[src/rtl/in_cond4_frame_config.sv]
// ---------------------------------------------------------------------------------------------
// in_cond4_frame_config
//
// Four-channel input conditioner for the RAM_IO tile. It sits directly upstream of the
// four-bit input-pass BEL. Each raw pad input goes through three stages:
//   - a 2-flop synchronizer;
//   - a glitch filter with a shared, configurable threshold;
//   - a per-channel output-mode selector: level, rising pulse, falling pulse or toggle.
// Behaviour is fixed entirely by the frame configuration bits. There is no runtime handshake.
//
// Parameters
//   NoConfigBits : width of ConfigBits (8 mode bits + TH_W threshold bits)
//   TH_W         : width of the filter threshold and the per-channel mismatch counter
//
// Ports
//   UserCLK    : fabric user clock, the only clock
//   Reset      : synchronous, active-high reset
//   PAD_I      : raw pad inputs, asynchronous to UserCLK
//   O          : conditioned outputs, feeding the input-pass BEL I[3:0]
//   ConfigBits : [2k+1:2k] mode of channel k (00 level, 01 rise, 10 fall, 11 toggle);
//                [8 +: TH_W] shared filter threshold TH
// ---------------------------------------------------------------------------------------------
module in_cond4_frame_config #(
    parameter int unsigned NoConfigBits = 12,
    parameter int unsigned TH_W         = 4
) (
    input  logic                    UserCLK,
    input  logic                    Reset,
    input  logic [3:0]              PAD_I,
    output logic [3:0]              O,
    input  logic [NoConfigBits-1:0] ConfigBits
);

    localparam logic [1:0] ModeLevel  = 2'b00;
    localparam logic [1:0] ModeRise   = 2'b01;
    localparam logic [1:0] ModeFall   = 2'b10;
    localparam logic [1:0] ModeToggle = 2'b11;

    // Shared filter threshold
    logic [TH_W-1:0] th;
    assign th = ConfigBits[8 +: TH_W];

    // Synchronizer stages. s1 is the only flop that samples an asynchronous signal.
    logic [3:0] s1_q, s1_d;
    logic [3:0] s2_q, s2_d;

    // Filter state: the filtered level and the consecutive-mismatch counter
    logic [3:0]           f_q, f_d;
    logic [3:0][TH_W-1:0] cnt_q, cnt_d;

    // One-cycle-delayed filtered level used for edge detection, plus the toggle register
    logic [3:0] fd_q, fd_d;
    logic [3:0] t_q, t_d;

    logic [3:0] rise;
    logic [3:0] fall;

    always_comb begin
        rise = f_q & ~fd_q;
        fall = ~f_q & fd_q;
    end

    // Next-state logic
    always_comb begin
        s1_d  = PAD_I;
        s2_d  = s1_q;
        fd_d  = f_q;
        // T tracks rising edges in every mode, so switching into toggle mode shows the
        // accumulated parity rather than a freshly cleared value.
        t_d   = t_q ^ rise;
        f_d   = f_q;
        cnt_d = '0;
        for (int k = 0; k < 4; k++) begin
            if (s2_q[k] != f_q[k]) begin
                // The >= compare lets a lowered TH take effect at once, even when the
                // running count is already above the new threshold.
                if (cnt_q[k] >= th) begin
                    f_d[k] = s2_q[k];
                end else begin
                    cnt_d[k] = cnt_q[k] + TH_W'(1);
                end
            end
            // A matching cycle leaves cnt_d at zero, so a broken mismatch run restarts.
        end
    end

    always_ff @(posedge UserCLK) begin
        if (Reset) begin
            s1_q  <= '0;
            s2_q  <= '0;
            f_q   <= '0;
            cnt_q <= '0;
            fd_q  <= '0;
            t_q   <= '0;
        end else begin
            s1_q  <= s1_d;
            s2_q  <= s2_d;
            f_q   <= f_d;
            cnt_q <= cnt_d;
            fd_q  <= fd_d;
            t_q   <= t_d;
        end
    end

    // Output selection is combinational from registered state, so a mode change shows
    // up in the same cycle without disturbing any channel state.
    always_comb begin
        O = '0;
        for (int k = 0; k < 4; k++) begin
            case (ConfigBits[2*k +: 2])
                ModeLevel:  O[k] = f_q[k];
                ModeRise:   O[k] = rise[k];
                ModeFall:   O[k] = fall[k];
                ModeToggle: O[k] = t_q[k];
                default:    O[k] = 1'b0;
            endcase
        end
    end

endmodule
[config.mk]
export PLATFORM = sky130hd
export DESIGN_NAME = in_cond4_frame_config
export DESIGN_NICKNAME = d
export VERILOG_FILES = /design/src/rtl/in_cond4_frame_config.sv
export SDC_FILE = /design/constraint.sdc
export NUM_CORES = 1
export LEC_CHECK = 0
export CORE_UTILIZATION = 25
export CTS_CLUSTER_DIAMETER = 50
export CTS_CLUSTER_SIZE = 20
export DETAILED_ROUTE_END_ITERATION = 10
export GPL_ROUTABILITY_DRIVEN = 0
export SYNTH_ARGS = -nofsm -noshare
export SYNTH_HDL_FRONTEND = slang
export SYNTH_SLANG_ARGS = --single-unit
[constraint.sdc]
create_clock -name UserCLK -period 1.8 [get_ports UserCLK]
set_clock_uncertainty 0.05 [all_clocks]
set_input_delay 0.18 -clock UserCLK [delete_from_list [all_inputs] [get_ports UserCLK]]
set_output_delay 0.18 -clock UserCLK [all_outputs]
set_load 0.01 [all_outputs]
Yosys cells after proc, flatten, opt, wreduce, memory -nomap -nowiden

Cells that the tools add are included.

Register bits after elaboration: 36
Input port bits: 18
Output and inout port bits: 4
Word-level logic and storage cells: 61

Add/subtract/negate cells: 4
Order comparisons: 4
Eq/ne operators: 16
Muxes and demuxes: 4
Bitwise logic cells: 9
Reductions and logical operators: 12

Operators with widths:

| cell                                                            | count |
|---|---|
| 4-bit by 1-bit adder with 4-bit output, second input constant   | 4 |
| 2-bit == test, second input constant                            | 8 |
| 4-bit greater-or-equal comparator                               | 4 |
| 1-bit case mux with 4 select lines                              | 4 |
| 3-bit OR reduction                                              | 4 |
| 4-bit AND                                                       | 2 |
| 2-bit by 1-bit == test with 1-bit output, second input constant | 4 |
| 2-bit logical NOT                                               | 4 |
| 4-bit NOT                                                       | 2 |
| 2-bit AND reduction                                             | 4 |
| 1-bit inequality test                                           | 4 |
| 1-bit NOT                                                       | 4 |
| 4-bit XOR                                                       | 1 |

Depth between registers and ports, before layout

Depth in word-level cells: 3
Mapped depth: 6
Depth with buffers taken out: 6

Worst setup path before layout

OpenSTA, ideal clock, no wires.

Path type: register -> register
Start: register cnt_q[0] in the netlist's numbering
End: register f_q[0]
Setup time: 101 ps
Arrival: 1363 ps
Data required time: 1649 ps
Slack: 286 ps
Cell stages (with the launch flop): 7
Buffers on the path: 0
Clock period less this slack: 1514 ps
Cell sequence: dfxtp_1 -> inv_1 -> ha_1 -> nand2b_4 -> a2111oi_4 -> o21ai_0 -> o41ai_1

Longest elaborated chain between the ends: 2

Ends and longest elaborated chain:

| what                                 | line | RTL |
|---|---|---|
| start: declaration                   | 49   | `logic [3:0][TH_W-1:0] cnt_q, cnt_d;` |
| start signal: assignment             | 99   | `cnt_q <= cnt_d;` |
| 4-bit greater-or-equal comparator    | 77   | `if (cnt_q[k] >= th) begin` |
| 2-bit AND reduction (no source line) | -    |  |
| end signal: assignment               | 91   | `f_q <= '0;` |
| end signal: assignment               | 98   | `f_q <= f_d;` |
| end: declaration                     | 48   | `logic [3:0] f_q, f_d;` |

No other way between the ends.
A chain may end at the register's enable or synchronous reset.

Worst setup path after layout

Start: input port ConfigBits[8]
End: register f_q[1]

Longest elaborated chain between the ends: 2

Ends and longest elaborated chain:

| what                                 | line | RTL |
|---|---|---|
| start: declaration                   | 31   | `input logic [NoConfigBits-1:0] ConfigBits` |
| 4-bit greater-or-equal comparator    | 77   |  |
| 2-bit AND reduction (no source line) | -    |  |

No other way between the ends.

==> metrics.md <==
| Metric | Value |
|---|---|
| Power per Cell Area | about 670 nW/um^2 |
| Area delta synth->final | 23.3% |
| Highest net fanout along the worst path | 4 |
| FP Rows | 30 |
| Setup repair bufs after CTS | 0 |
| CP endpoint kind | register |
| Inserted Clock Buffers | 5 |
| Nature of the critical path startpoint | input port |
| Antenna diode count | 0 |
| Overflow left after global routing | 0 |
| Sequential element share of the synthesized area | 0.400 |
| Post-route worst setup slack | 0.135 ns |
| Final Hold Viols | 0 |
| Critical Path Start | ConfigBits[8] |
| DRC violation count after routing | 0 |
| Mapped Nets | 223 |
| Dpl ws | -0.173 ns |
| I/O pins | 22 |
| Endpoints failing setup | 0 |
| Number of distinct standard cells referenced by the synthesized netlist | 18 |
| Overall track demand over capacity in global routing | 0.0931 |
| Clk slew on worst S/H paths | 0.06 ns |
| TritonCTS clock tree | built |
| Routed WL per cell | 9.61 um |
| Hold Slack | 0.388 ns |
| IR drop worst, VDD | 0.266 mV |
| RSZ-0062 raised after global routing | false |
| Measured slew at the worst slew-check pin | 0.369 ns |
| Clk_lat worst skew | between 0.2 and 0.3 ns |
| Clock period minus final worst setup slack | 1.67 ns |
| Max Root-Sink Buffers | 2 |
| Data required time of the critical path | 1.92 ns |
| Vias after detailed routing | 1,267 |
| Outcome | finished, final reports clean |
| Pre-Repair DR Iteration Count | 4 |
| Clk root buf | sky130_fd_sc_hd__clkbuf_8 |
| Standby leakage power | 0.925 nW |
| Vias in the first global route | 1,284 |
| Starting Density | 0.262 |
| Layout Nets | 251 |
| Number of filler cells placed in the layout | ~700 |
| Total detailed-routing wirelength | 2.95 mm |
| Iteration-0 DRC count of the detailed router | 16 |
| Crit Path Category | in2reg |
| Hold wc startpoint | s1_q[0] |
| Ratio of final minimum period to clock period | 0.925 |
| Via density | between 4 and 5 |
| Core outline area | 6870 um^2 |
| Mean cell area of the mapped netlist | 9.74 um^2 |
| Number of nets with antenna violations after routing | 0 |
| Setup TNS | 0 ns |
| Die width | around 87 um |
| Area of the mapped netlist | 1800 um^2 |
| Flops & latches, synth | 36 |
| HPWL after DPL | 2.22 mm |
| Hold Crit Class | reg2reg |
| Layout cell share with drive strength beyond 1 | 0.109 |
| Initial antenna violation count | 0 |
| Largest net degree at the start of global routing | 22 |
| Cell count after synthesis | 185 |
| F_max | about 600 MHz |
| H-Tree Depth | 2 |
| Warnings from Yosys | 0 |
| Count of input and output buffers | 21 |
| Most used cells in the layout excluding fill and tap cells | sky130_fd_sc_hd__nor2_1, sky130_fd_sc_hd__dfxtp_1, sky130_fd_sc_hd__ha_1, sky130_fd_sc_hd__clkdlybuf4s50_1, sky130_fd_sc_hd__nor2b_1 |
| Worst max-slew margin expressed relative to the limit | 0.754 |
| Maximum capacitance violations | 0 |
| Total clock sinks | 36 |
| Worst flop-to-flop path startpoint | cnt_q[12] |
| Wire length of the first global-routing pass | 5.32 mm |
| Post-CTS Hold Fix Bufs | 0 |
| Die Area | 7550 um^2 |
| Worst path arrival time | 1.78 ns |
| Final Max Tran Viols | 0 |
| Die Ht | 86.9 um |
-- Yosys cell counts, drive strengths merged --
cell type	instances	area share
nor2b	16	0.056
o41ai	4	0.019
clkbuf	1	0.0021
a2111oi	4	0.061
inv	15	0.031
ha	20	0.14
o21ai	12	0.042
o21a	4	0.017
nand3	4	0.011
nand2	12	0.025
xnor2	12	0.058
dfxtp	36	0.40
nand2b	4	0.031
buf	1	0.0028
xor2	4	0.019
nor2	32	0.067
a22o	4	0.019
-- worst max-delay path, stage by stage --
cell,delay (ns)
sky130_fd_sc_hd__clkdlybuf4s50_1,0.50
sky130_fd_sc_hd__ha_1,0.33
sky130_fd_sc_hd__nand2b_4,0.15
sky130_fd_sc_hd__a2111oi_4,0.40
sky130_fd_sc_hd__o21ai_0,0.15
sky130_fd_sc_hd__o41ai_1,0.08
-- sequential cells by signal, indices dropped and copies added, names as in the netlist --
register  count
f_q           4
fd_q          4
s1_q          4
s2_q          4
cnt_q        16
t_q           4
-- final cells by class --
class | instances | area [um^2] | share of cell area
Tap cell | 96 | 120 | 0.0541
Sequential cell | 36 | 726 | 0.327
Clock buffer | 5 | 68.8 | 0.0310
Inverter | 15 | 56.3 | 0.0253
Timing Repair Buffer | 23 | 235 | 0.106
Multi-Input combinational cell | 132 | 1020 | 0.457
-- per-stage QoR --
step	utilization	instances	total power, W	area (um^2)
3_3_place_gp	0.311	302	0.000999	2140
5_1_grt	0.323	307	0.00157	2220
3_5_place_dp	0.311	302	0.00100	2140
4_1_cts	0.322	307	0.00152	2210
2_1_floorplan	-	185	0.000938	1800
6_report	0.323	307	0.00148	2220
-- per-layer routing --
| metal | global-route usage | routed length, um |
|---|---|---|
| met1 | 0.104 | 1360 |
| met2 | 0.153 | 1380 |
| met3 | 0.0474 | 163 |
| met4 | 0.0318 | 43 |
| met5 | 0 | 0 |
-- power breakdown --
group          switching, W  internal [W]  total (W)
combinational     0.0000684     0.0000941   0.000162
sequential       0.00000923      0.000811   0.000821
clock              0.000249      0.000249   0.000498
-- kinds of logic (layout without fill, tap and decap cells) --
group | count (synthesis) | in the layout | share of synthesized area
and+or+nand+nor | 68 | 68 | 0.189
DFF | 36 | 36 | 0.400
AOI/OAI and AO/OA | 28 | 28 | 0.158
adders and majority gates | 20 | 20 | 0.139
buffers and inverters | 17 | 43 | 0.0361
xor gates and xnor gates | 16 | 16 | 0.0778
-- path summary, 6_finish.rpt --
kind | cells after the start | end | slack (ns)
worst max-delay path | 6 | f_q[1] | 0.13
worst min-delay path | 1 | s2_q[0] | 0.39
worst min register to register | 1 | s2_q[0] | 0.39
worst max register to register | 6 | f_q[3] | 0.15
-- repair_timing --
| item | CTS | global route |
|---|---|---|
| setup endpoints to repair | 3 | 7 |
| gates resized for setup | 3 | 6 |
| pin swaps | 0 | 1 |
Note: power is estimated with default switching activity, not from simulation.
